**src/rtl/psa_reduce_seq.sv**
```systemverilog
// Sequential sub-word reduction: folds the signed lanes of two packed operands into one
// sign-extended scalar, adding one lane pair per cycle behind valid/ready handshakes.
module psa_reduce_seq #(
  parameter int DATA_W = 16,
  parameter int LANE_W = 4,
  parameter int LANES  = 4
) (
  input  logic              clk,
  input  logic              rst_n,
  input  logic              in_valid,
  output logic              in_ready,
  input  logic [DATA_W-1:0] A,
  input  logic [DATA_W-1:0] B,
  output logic              out_valid,
  input  logic              out_ready,
  output logic [DATA_W-1:0] Result,
  output logic              busy
);

  localparam int ACC_W = LANE_W + 1 + $clog2(LANES);
  localparam int IDX_W = (LANES > 1) ? $clog2(LANES) : 1;
  localparam int RED_W = LANES * LANE_W;

  generate
    if (RED_W > DATA_W) begin : g_bad_cfg
      $error("psa_reduce_seq: LANES*LANE_W exceeds DATA_W");
    end
  endgenerate

  typedef enum logic [1:0] {
    S_IDLE  = 2'd0,
    S_ACCUM = 2'd1,
    S_DONE  = 2'd2
  } state_e;

  state_e             state_q;
  logic [IDX_W-1:0]   idx_q;
  logic [ACC_W-1:0]   acc_q;
  logic [RED_W-1:0]   a_q;
  logic [RED_W-1:0]   b_q;
  logic [DATA_W-1:0]  result_q;
  logic               out_valid_q;
  logic               in_ready_q;
  logic               busy_q;

  logic [LANE_W-1:0]  lane_a_s;
  logic [LANE_W-1:0]  lane_b_s;
  logic [ACC_W-1:0]   acc_d;
  logic               last_lane_s;

  // Lane pair selected by the index, widened so the running sum cannot overflow.
  always_comb begin
    lane_a_s    = a_q[idx_q*LANE_W +: LANE_W];
    lane_b_s    = b_q[idx_q*LANE_W +: LANE_W];
    acc_d       = acc_q + ACC_W'($signed(lane_a_s)) + ACC_W'($signed(lane_b_s));
    last_lane_s = (idx_q == IDX_W'(LANES - 1));
  end

  // Control FSM with registered handshake outputs and datapath registers.
  always_ff @(posedge clk or negedge rst_n) begin
    if (!rst_n) begin
      state_q     <= S_IDLE;
      idx_q       <= '0;
      acc_q       <= '0;
      a_q         <= '0;
      b_q         <= '0;
      result_q    <= '0;
      out_valid_q <= 1'b0;
      in_ready_q  <= 1'b1;
      busy_q      <= 1'b0;
    end else begin
      case (state_q)
        S_IDLE: begin
          if (in_valid) begin
            a_q        <= A[RED_W-1:0];
            b_q        <= B[RED_W-1:0];
            acc_q      <= '0;
            idx_q      <= '0;
            in_ready_q <= 1'b0;
            busy_q     <= 1'b1;
            state_q    <= S_ACCUM;
          end else begin
            state_q    <= S_IDLE;
          end
        end
        S_ACCUM: begin
          acc_q <= acc_d;
          idx_q <= idx_q + IDX_W'(1);
          if (last_lane_s) begin
            result_q    <= DATA_W'($signed(acc_d));
            out_valid_q <= 1'b1;
            state_q     <= S_DONE;
          end else begin
            state_q     <= S_ACCUM;
          end
        end
        S_DONE: begin
          // Result stays put after the handshake until the next operation completes.
          if (out_ready) begin
            out_valid_q <= 1'b0;
            in_ready_q  <= 1'b1;
            busy_q      <= 1'b0;
            state_q     <= S_IDLE;
          end else begin
            state_q     <= S_DONE;
          end
        end
        default: begin
          out_valid_q <= 1'b0;
          in_ready_q  <= 1'b1;
          busy_q      <= 1'b0;
          state_q     <= S_IDLE;
        end
      endcase
    end
  end

  assign in_ready  = in_ready_q;
  assign out_valid = out_valid_q;
  assign Result    = result_q;
  assign busy      = busy_q;

endmodule

```
**config.mk**
```make
export PLATFORM = sky130hd
export DESIGN_NAME = psa_reduce_seq
export DESIGN_NICKNAME = d
export VERILOG_FILES = /design/src/rtl/psa_reduce_seq.sv
export SDC_FILE = /design/constraint.sdc
export NUM_CORES = 1
export LEC_CHECK = 0
export CAP_MARGIN = 30
export CORE_ASPECT_RATIO = 0.75
export CORE_UTILIZATION = 40
export CTS_CLUSTER_SIZE = 8
export DETAILED_ROUTE_END_ITERATION = 6
export SLEW_MARGIN = 20
export SYNTH_ARGS = -nofsm -noshare
export SYNTH_HDL_FRONTEND = slang
export SYNTH_SLANG_ARGS = --single-unit
```
**constraint.sdc**
```tcl
create_clock -name clk -period 7.7 [get_ports clk]
set_input_delay 1.54 -clock clk [delete_from_list [all_inputs] [get_ports clk]]
set_output_delay 1.54 -clock clk [all_outputs]
set_load 0.005 [all_outputs]
```
Word level (Yosys, flattened, before mapping)
Cells that the tools add are included.
{ "word_totals": {"regBits": 53} }
{ "classes": {"add_sub_neg": 3, "n_eq_ne": 6, "shift": 2, "muxes": 16, "bitwise": 2, "n_reduce_logical": 7} }
{ "op_table": {"columns": ["operator", "n"], "rows": [
  ["16-bit by 5-bit variable part select with 4-bit output", 2],
  ["7-bit adder", 2],
  ["7-bit case mux with 2 select lines", 1],
  ["1-bit case mux with 3 select lines", 3],
  ["7-bit two-way mux", 1],
  ["1-bit two-way mux", 6],
  ["2-bit two-way mux", 3],
  ["2-bit != test, second input constant", 3],
  ["2-bit case mux with 3 select lines", 1],
  ["2-bit AND reduction", 3],
  ["3-bit AND reduction", 2],
  ["2-bit == test, second input constant", 2],
  ["2-bit case mux with 2 select lines", 1],
  ["2-bit by 1-bit adder with 2-bit output, second input constant", 1],
  ["2-bit by 1-bit == test with 1-bit output, second input constant", 1],
  ["2-bit zero test", 1],
  ["1-bit NOT", 2],
  ["2-bit nonzero test", 1]
]} }

Longest topological paths before layout
Gate-level depths: netlist of run 1.
{ "logic_depth": {"word_depth": 4, "ltp_mapped": 12, "depth_no_buf": 11} }

Least setup slack after synthesis of run 1
OpenSTA, ideal clock, no wires.
{ "synth_path": {"kind": "flip-flop to flip-flop", "from": "reg idx_q[0]", "to": "reg result_q[5], in the netlist Result[5]", "setup_ps": 129, "arrival_ps": 2672, "required_ps": 7571, "path_slack_ps": 4899, "path_stages_with_launch": 13, "path_buffers": 1, "path_cell_list": "dfrtp_1 buf_6 mux4_1 inv_1 fa_1 inv_1 ha_1 inv_1 fa_1 nor2b_1 o21ai_0 a21boi_0 o31ai_1"} }
{ "synth_via": {"elab_chain_cells": 3, "elab_cells_between_ends": 6, "cone_classes": "add/sub (2); eq/ne (1); shift (2); reduce/logical (1)"} }
{ "synth_rtl": {"columns": ["item", "line_no", "rtl"], "rows": [
  ["start: declaration", "37", "logic [IDX_W-1:0] idx_q;"],
  ["start signal: assignment", "88", "idx_q <= idx_q + IDX_W'(1);"],
  ["16-bit by 5-bit variable part select with 4-bit output", "53", "lane_a_s = a_q[idx_q*LANE_W +: LANE_W];"],
  ["7-bit adder (2 in series)", "55", "acc_d = acc_q + ACC_W'($signed(lane_a_s)) + ACC_W'($signed(lane_b_s));"],
  ["end signal: assignment", "90", "result_q <= DATA_W'($signed(acc_d));"],
  ["end: declaration", "41", "logic [DATA_W-1:0] result_q;"]
]} }
Parallel ways exist; a longest one is shown, timed or not.
A chain may end at the register's enable or synchronous reset.

Worst setup path after layout of run 1
Same ends and word-level chain as after synthesis.

==> results of run 1 <==
==> layout make-up <==
class,instances,area [sq um]
Fill cell,587,3072
Clock buffer,5,68.82
Multi-Input combinational cell,116,1169
Clock inverter,3,21.27
Timing Repair Buffer,56,550.5
Sequential cell,53,1328
Tap cell,81,101.3
Inverter,19,71.32
==> routing by layer <==
layer  part of all wire, %  vias to the layer above  GRT usage, %
met5                     0                        -             0
li1                      -                      797             -
met1                    49                      805         22.38
met4                  0.83                        0         3.922
met2                    46                       40         23.72
met3                   4.6                        5         4.063
==> Yosys cell counts, drive strengths merged <==
cell type  instances
mux2              34
mux4               8
inv               19
nand2b             1
o22ai              1
ha                 6
clkbuf             3
a22o               3
xnor2              1
fa                 7
xor2               2
nor2               6
o21bai             1
nor3b              1
o21a               2
xnor3              1
nor3               1
nand2             14
o21ai             11
a21o               1
buf               14
o22a               1
o31ai              4
mux2i              1
a21boi             1
dfstp              1
nor2b              4
dfrtp             52
a211oi             1
a21oi              3
==> per-stage QoR <==
step	worst slack (ns)	std cells	instance area, sq um
floorplan	4.899	205	2675
global placement	4.406	325	3219
detailed placement	4.358	325	3219
CTS	4.375	333	3309
global route	4.173	333	3309
finish	4.401	333	3309
==> state kept, by name, indices dropped and copies added, names as in the netlist <==
| name | flops |
|---|---|
| a_q | 16 |
| b_q | 16 |
| Result | 7 |
| acc_q | 7 |
| idx_q | 2 |
| state_q | 2 |
| busy | 1 |
| in_ready | 1 |
| out_valid | 1 |
==> kinds of logic after synthesis <==
| kind of cell | Yosys count | synth area share [%] |
|---|---|---|
| AO/OA/AOI/OAI | 29 | 6.970 |
| XOR/XNOR | 4 | 1.871 |
| adder cells (fa/ha/maj) | 13 | 8.045 |
| buffers and inverters | 36 | 6.782 |
| flip-flops | 53 | 49.63 |
| multiplexers | 43 | 22.26 |
| AND/OR/NAND/NOR | 27 | 4.443 |
==> worst max path at each step <==
stage                         from        end  slack [ns]  cells past startpoint
after floorplan           idx_q[0]  Result[5]        4.90                     12
after global placement    in_valid    a_q[10]        4.41                      5
after detailed placement  in_valid    a_q[13]        4.36                      5
after CTS                 idx_q[0]  Result[5]        4.37                     11
after global routing      idx_q[0]  Result[5]        4.17                     11
final                     idx_q[0]  Result[5]        4.40                     11
==> critical path, cell delays in order (launching register included) <==
cell	delay [ns]
dfrtp_1	0.72
mux4_1	0.64
inv_1	0.09
fa_1	0.41
inv_1	0.07
ha_1	0.18
inv_1	0.06
fa_1	0.39
nor2b_1	0.12
o21ai_0	0.10
a21boi_0	0.27
o31ai_1	0.11
==> reports/results.txt, run 1 <==
Yosys top cell area share = 48.64%
Avg WL per Cell = 14.45 um
final setup vio count = 0
RR Endpoint = Result[5]
HP Class = flip-flop to flip-flop
CTS resizes = 0
worst r2r src = idx_q[0]
Overall Global Routing Usage = 15.57%
gp weighted congestion = 0.7955
worst endpoint data arrival time = 3.48 ns
Syn Area/Cell = 13.05 sq um
CTS tree = yes
Final Hold Vio Count = 0
register-to-register setup slack = 4.40 ns
hold path depth = 2
number of global-route vias before repair = 1638
Hold WS = 0.4841 ns
Worst-Margin Slew = 0.7656 ns
root buf cell = clkbuf_8
commonest non-fill, non-tap cell in the layout = clkdlybuf4s50_1
Req. time, crit path = 7.88 ns
crit end category = flip-flop
most frequent cells in the layout = clkdlybuf4s50_1, dfrtp_1, mux2_2, inv_1, nand2_1
yosys warns = 0
register area share after synthesis = 49.63%
Clock Skews = 0.009943 ns
Clock Latency Late Sink = 0.31 ns
Core Util, Final = 51.86%
final WL = 4.813 mm
Area growth syn-to-layout = 23.71%
level count of the clock H-tree = 2
Tmin final = 3.299 ns
Fin Setup TNS = 0 ns
R2R cell count = 11
ANT nets after route = 0
Gate Count Post-Synth = 205
main area contributors after synthesis = dfrtp_1, mux2_2, mux4_1, fa_1, ha_1
# hold bufs at CTS = 0
drt drc = 0
clk sinks = 53
Iteration-0 DRC Markers = 49
Die Y = 72.82 um
Worst setup SP type = flip-flop
Max Cap Violations = 0
cell row count = 25
area of the die = 7022 sq um
RSZ-0062 raised after global routing = false
Vias = 1647
fraction of layout cells with a size suffix above 1 = 19.44%
Horiz. Die Dim = 96.43 um
initial antenna violation count = 0
Syn Nets = 254
Detailed Routing Iterations Pass 1 = 4
hold path endpoint = Result[2]
Synth cell types = 34
Final HPWL DP = 3.425 mm
global-route wire length before repair = 8.093 mm
CP Class = flip-flop to flip-flop
crit-path max FO = 11
top achievable clock speed = 303.1 MHz
Yosys reg bits = 53
starting density of the core = 41.92%
Clock transition at path regs = 0.10 ns
final worst-path cycle share = 42.84%
boundary pin count = 55
clk buf depth = 2
total global routing overflow = 0
drt via density = 4.946
Final #Nets = 300
I/O Buffers = 54
largest net degree at the start of global routing = 54
final max-slew violation count = 0
top cell type by total area after synthesis = dfrtp_1
mapped cell area = 2675 sq um
CTS Buf Count = 5
outcome = completed
setup bufs post-CTS = 0
core footprint = 6381 sq um
Ant. Diodes = 0
relative slew slack = 48.85%
HP Start = Result[2]
Power of run 1 is not shown: default switching activity piles up to over one toggle a cycle in this logic, so the estimate is an artifact.
==> inputs of run 2 (changes only) <==
==> constraint.sdc (replaced) <==
create_clock -name clk -period 3.4 [get_ports clk]
set_input_delay 0.68 -clock clk [delete_from_list [all_inputs] [get_ports clk]]
set_output_delay 0.68 -clock clk [all_outputs]
set_load 0.005 [all_outputs]
==> reports/results.txt, run 2 (same netlist as run 1, synthesis figures left out) <==
outcome = completed
gp weighted congestion = 0.7586 (-4.6%)
Iteration-0 DRC Markers = 49 (unchanged)
Detailed Routing Iterations Pass 1 = 3 (-1)
CP Class = flip-flop to flip-flop
drt drc = 0 (unchanged)
CTS tree = yes
ANT nets after route = 0 (unchanged)
starting density of the core = 41.92% (unchanged)
most frequent cells in the layout = clkdlybuf4s50_1, dfrtp_1, mux2_2, inv_1, nand2_1
boundary pin count = 55 (unchanged)
Clock Skews = 0.01038 ns (+0.0004323 ns)
number of global-route vias before repair = 1635 (-0.18%)
relative slew slack = 45.41% (-3.4 points)
fillcell total = 577 (-1.7%)
RSZ-0062 raised after global routing = false
Largest regs = a_q x16, b_q x16
final max-slew violation count = 0 (unchanged)
Clock Latency Late Sink = 0.31 ns (about the same)
crit-path max FO = 8 (-3)
pre-CTS setup slack = 0.2640 ns (-4.094 ns)
CP dominant cell by count = inv_1
Area growth syn-to-layout = 24.60%
setup bufs post-CTS = 0 (unchanged)
commonest non-fill, non-tap cell in the layout = clkdlybuf4s50_1
final WL = 4.919 mm (+2.2%)
CTS resizes = 0 (unchanged)
initial antenna violation count = 0 (unchanged)
Worst-Margin Slew = 0.8172 ns (+0.05154 ns)
worst path cell trace = mux4_1 > inv_1 > fa_1 > inv_1 > ha_1 > inv_1 > fa_1 > nor2b_1 > o21ai_0 > a21boi_0 > o31ai_1
Final HPWL DP = 3.644 mm (+6.4%)
HP Class = primary input to async pin
Die Y = 72.82 um (unchanged)
area of the die = 7022 sq um (unchanged)
Core Util, Final = 52.24% (+0.37 points)
top achievable clock speed = 317.9 MHz (+4.9%)
Final WS setup = 0.2539 ns (-4.147 ns)
Tmin final = 3.146 ns (-0.1529 ns)
Placed Area = 3234 sq um (+0.47%)
final instance area = 3333 sq um (+0.72%)
fraction of layout cells with a size suffix above 1 = 20.08% (+0.63 points)
Overall Global Routing Usage = 15.97% (+0.40 points)
drt via density = 4.979 (+0.67%)
Max Cap Violations = 0 (unchanged)
final worst-path cycle share = 92.53% (+50 points)
Req. time, crit path = 3.58 ns (-4.30 ns)
cell row count = 25 (unchanged)
Clock transition at path regs = 0.10 ns (about the same)
Worst setup SP type = flip-flop
core footprint = 6381 sq um (unchanged)
CP max stage delay = 0.62 ns (-0.10 ns)
Final #Nets = 302 (+0.67%)
root buf cell = clkbuf_8
clk sinks = 53 (unchanged)
crit end category = flip-flop
worst endpoint data arrival time = 3.33 ns (-0.15 ns)
final setup vio count = 0 (unchanged)
Fin Setup TNS = 0 ns (unchanged)
Ant. Diodes = 0 (unchanged)
CTS Buf Count = 5 (unchanged)
slowest CP cell = mux4_1
Avg WL per Cell = 14.68 um (+1.6%)
Horiz. Die Dim = 96.43 um (unchanged)
level count of the clock H-tree = 2 (unchanged)
Final Hold Vio Count = 0 (unchanged)
total global routing overflow = 0 (unchanged)
I/O Buffers = 54 (unchanged)
clk buf depth = 2 (unchanged)
global-route wire length before repair = 8.211 mm (+1.5%)
largest net degree at the start of global routing = 38 (-30%)
# hold bufs at CTS = 0 (unchanged)
Vias = 1668 (+1.3%)
run 2: cell types whose count changed in the layout (fill, tap and decap cells not counted):
| cell | change |
|---|---|
| buf_4 | +2 |
| clkinv_2 | -1 |
| clkbuf_8 | +1 |
run 2: routing by layer:
metal  vias to the layer above  track usage [%]  share of wire [%]
met4                         0            5.392                1.5
met5                         -                0                  0
met2                        36            22.70                 43
met3                         7            4.167                3.7
li1                        799                -                  -
met1                       826            23.78                 51
run 2: worst paths after layout:
path                            startpoint        end  slack [ns]  cells past startpoint
worst max-delay path              idx_q[0]  Result[5]        0.25                     11
worst min-delay path                 rst_n  Result[2]        0.27                      1
worst max register to register    idx_q[0]  Result[5]        0.25                     11
worst min register to register   Result[3]  Result[3]        0.48                      2
max in group asynchronous            rst_n   in_ready        2.32                      2
min in group clk                 Result[3]  Result[3]        0.48                      2
run 2: cell type report:
class                           count  area, sq um  area share, %
Tap cell                           81        101.3          3.041
Multi-Input combinational cell    116         1169          35.06
Sequential cell                    53         1328          39.83
Clock inverter                      2        16.27         0.4880
Timing Repair Buffer               58        565.5          16.97
Inverter                           19        71.32          2.140
Clock buffer                        6        82.58          2.477
run 2: metrics by stage:
stage / hold slack [ns] / instances
after floorplan: 0.3844 / 205
after global placement: 0.4632 / 327
after detailed placement: 0.4739 / 327
after CTS: 0.2836 / 335
after global routing: 0.2981 / 335
final: 0.2723 / 335
run 2: critical path: cells and delay by family (launching register included):
family | cells | cell delay, ns
adder cells (fa/ha/maj) | 3 | 0.99
AO/OA/AOI/OAI | 3 | 0.48
AND/OR/NAND/NOR | 1 | 0.12
multiplexers | 1 | 0.62
flip-flops | 1 | 0.59
buffers and inverters | 3 | 0.22
Power of run 2 is left out for the same reason.
==> inputs of run 3 (changes only) <==
--- a/config.mk
+++ b/config.mk
@@ -7,9 +7,11 @@
 export LEC_CHECK = 0
 export CAP_MARGIN = 30
 export CORE_ASPECT_RATIO = 0.75
+export CORE_MARGIN = 5
 export CORE_UTILIZATION = 40
 export CTS_CLUSTER_SIZE = 8
 export DETAILED_ROUTE_END_ITERATION = 6
+export DONT_BUFFER_PORTS = 1
 export SLEW_MARGIN = 20
 export SYNTH_ARGS = -nofsm -noshare
 export SYNTH_HDL_FRONTEND = slang
==> constraint.sdc (replaced) <==
create_clock -name clk -period 2.85 [get_ports clk]
set_input_delay 0.57 -clock clk [delete_from_list [all_inputs] [get_ports clk]]
set_output_delay 0.57 -clock clk [all_outputs]
set_load 0.005 [all_outputs]
==> reports/results.txt, run 3 (same netlist as run 1, synthesis figures left out) <==
outcome = completed
cell row count = 25 (unchanged)
Avg WL per Cell = 17.37 um (+18%)
CP max stage delay = 0.55 ns (-0.07 ns)
total global routing overflow = 0 (unchanged)
Tmin final = 2.823 ns (-0.3233 ns)
Horiz. Die Dim = 104.4 um (+8.3%)
HP Class = primary input to async pin
final setup vio count = 0 (unchanged)
worst r2r src = idx_q[0]
Final #Nets = 255 (-16%)
Worst setup SP type = flip-flop
initial antenna violation count = 1 (+1)
Max Cap Violations = 0 (unchanged)
top achievable clock speed = 354.3 MHz (+11%)
number of global-route vias before repair = 1560 (-4.6%)
Worst Path Buf+Inv = 3 (unchanged)
area of the die = 8440 sq um (+20%)
Post-Place Cells = 279 (-15%)
Final WS setup = 0.02724 ns (-0.2267 ns)
final WL = 5.002 mm (+1.7%)
gp weighted congestion = 0.7935 (+4.6%)
Ant. Diodes = 0 (unchanged)
Clock Latency Late Sink = 0.30 ns (about the same)
CTS Buf Count = 5 (unchanged)
Placed Area = 2744 sq um (-15%)
RSZ-0062 raised after global routing = true
Vias = 1466 (-12%)
core footprint = 6412 sq um (+0.49%)
root buf cell = clkbuf_8
Detailed Routing Iterations Pass 1 = 4 (+1)
Die Y = 80.82 um (+11%)
final max-slew violation count = 0 (unchanged)
boundary pin count = 55 (unchanged)
most frequent cells in the layout = dfrtp_1, mux2_2, inv_1, nand2_1
pre-CTS setup slack = -0.003786 ns (-0.2677 ns)
Worst setup startpoint = idx_q[0]
final instance area = 2917 sq um (-12%)
slowest CP cell = mux4_1
clk buf depth = 2 (unchanged)
fraction of layout cells with a size suffix above 1 = 35.27% (+15 points)
commonest non-fill, non-tap cell in the layout = dfrtp_1
Levels on crit path = 10 (-1)
Final Hold Vio Count = 0 (unchanged)
crit-path max FO = 5 (-3)
non-filler cells, final = 288 (-14%)
Overall Global Routing Usage = 12.42% (-3.6 points)
global-route wire length before repair = 8.211 mm (unchanged)
CP Class = flip-flop to flip-flop
drt drc = 0 (unchanged)
met1 WL = 2.527 mm (about the same)
drt via density = 5.090 (+2.2%)
final worst-path cycle share = 99.04% (+6.5 points)
Met3 Routed Length = 374 um (+100%)
ANT nets after route = 0 (unchanged)
Area growth syn-to-layout = 9.027%
Worst-Margin Slew = 0.7770 ns (-0.04018 ns)
met2 wire length = 2.053 mm (-3.8%)
Top delay family on crit path = multiplexers
I/O Buffers = 0 (-100%)
clk sinks = 53 (unchanged)
Fin Setup TNS = 0 ns (unchanged)
R2R cell count = 10 (-1)
level count of the clock H-tree = 2 (unchanged)
starting density of the core = 41.72% (-0.20 points)
largest net degree at the start of global routing = 53 (+39%)
Clock Skews = 0.006329 ns (-0.004047 ns)
Clock transition at path regs = 0.10 ns (about the same)
Largest regs = a_q x16, b_q x16
Iteration-0 DRC Markers = 59 (+20%)
worst path cell trace = buf_4 > mux4_1 > inv_2 > fa_1 > inv_1 > ha_1 > a21o_1 > a21oi_2 > xnor2_1 > mux2_2
Req. time, crit path = 3.04 ns (-0.54 ns)
relative slew slack = 48.09% (+2.7 points)
setup bufs post-CTS = 0 (unchanged)
worst endpoint data arrival time = 3.01 ns (-0.32 ns)
crit end category = flip-flop
top layer reached by signal wires = met5
Final HPWL DP = 3.628 mm (-0.43%)
CTS tree = yes
## run 3: cell count changes in the layout (fill, tap and decap cells not counted), sizes merged
cell and change:
buf +6, clkdlybuf4s50 -53, clkinv +2, clkinvlp -1
inv -1
## run 3: timing repair
action | 4_1_cts | 5_1_grt
pin swaps | 1 | 5
endpoints found under the setup margin | 4 | 8
gates resized for setup | 4 | 14
endpoints found under the hold margin | 52 | 0
hold buffers | 1 | 0
## run 3: path summary, 6_finish.rpt
kind	end	slack [ns]
min reg2reg	acc_q[0]	0.50
min in group clk	b_q[5]	0.40
max in group asynchronous	idx_q[1]	2.49
min	Result[6]	0.10
max	Result[4]	0.03
max reg2reg	Result[4]	0.03
## run 3: per-stage QoR
stage | util, % | hold WS, ns
2_1_floorplan | - | 0.2744
3_3_place_gp | 42.79 | 0.2769
3_5_place_dp | 42.79 | 0.2767
4_1_cts | 44.94 | 0.08741
5_1_grt | 45.48 | 0.06831
6_report | 45.48 | 0.1002
## run 3: cell type report
class | instances | area [sq um]
fill | 577 | 3496
sequential | 53 | 1330
multi-input combinational | 116 | 1215
timing repair buffer | 11 | 102.6
tap | 81 | 101.3
clock buffer | 6 | 82.58
inverter | 19 | 71.32
clock inverter | 2 | 13.76
## run 3: routing by layer
metal  track usage (%)  up-vias
met2             17.70       30
met5                 0        -
met4             2.329        2
li1                  -      700
met3             6.037        6
met1             17.29      728
Power of run 3 is left out for the same reason.
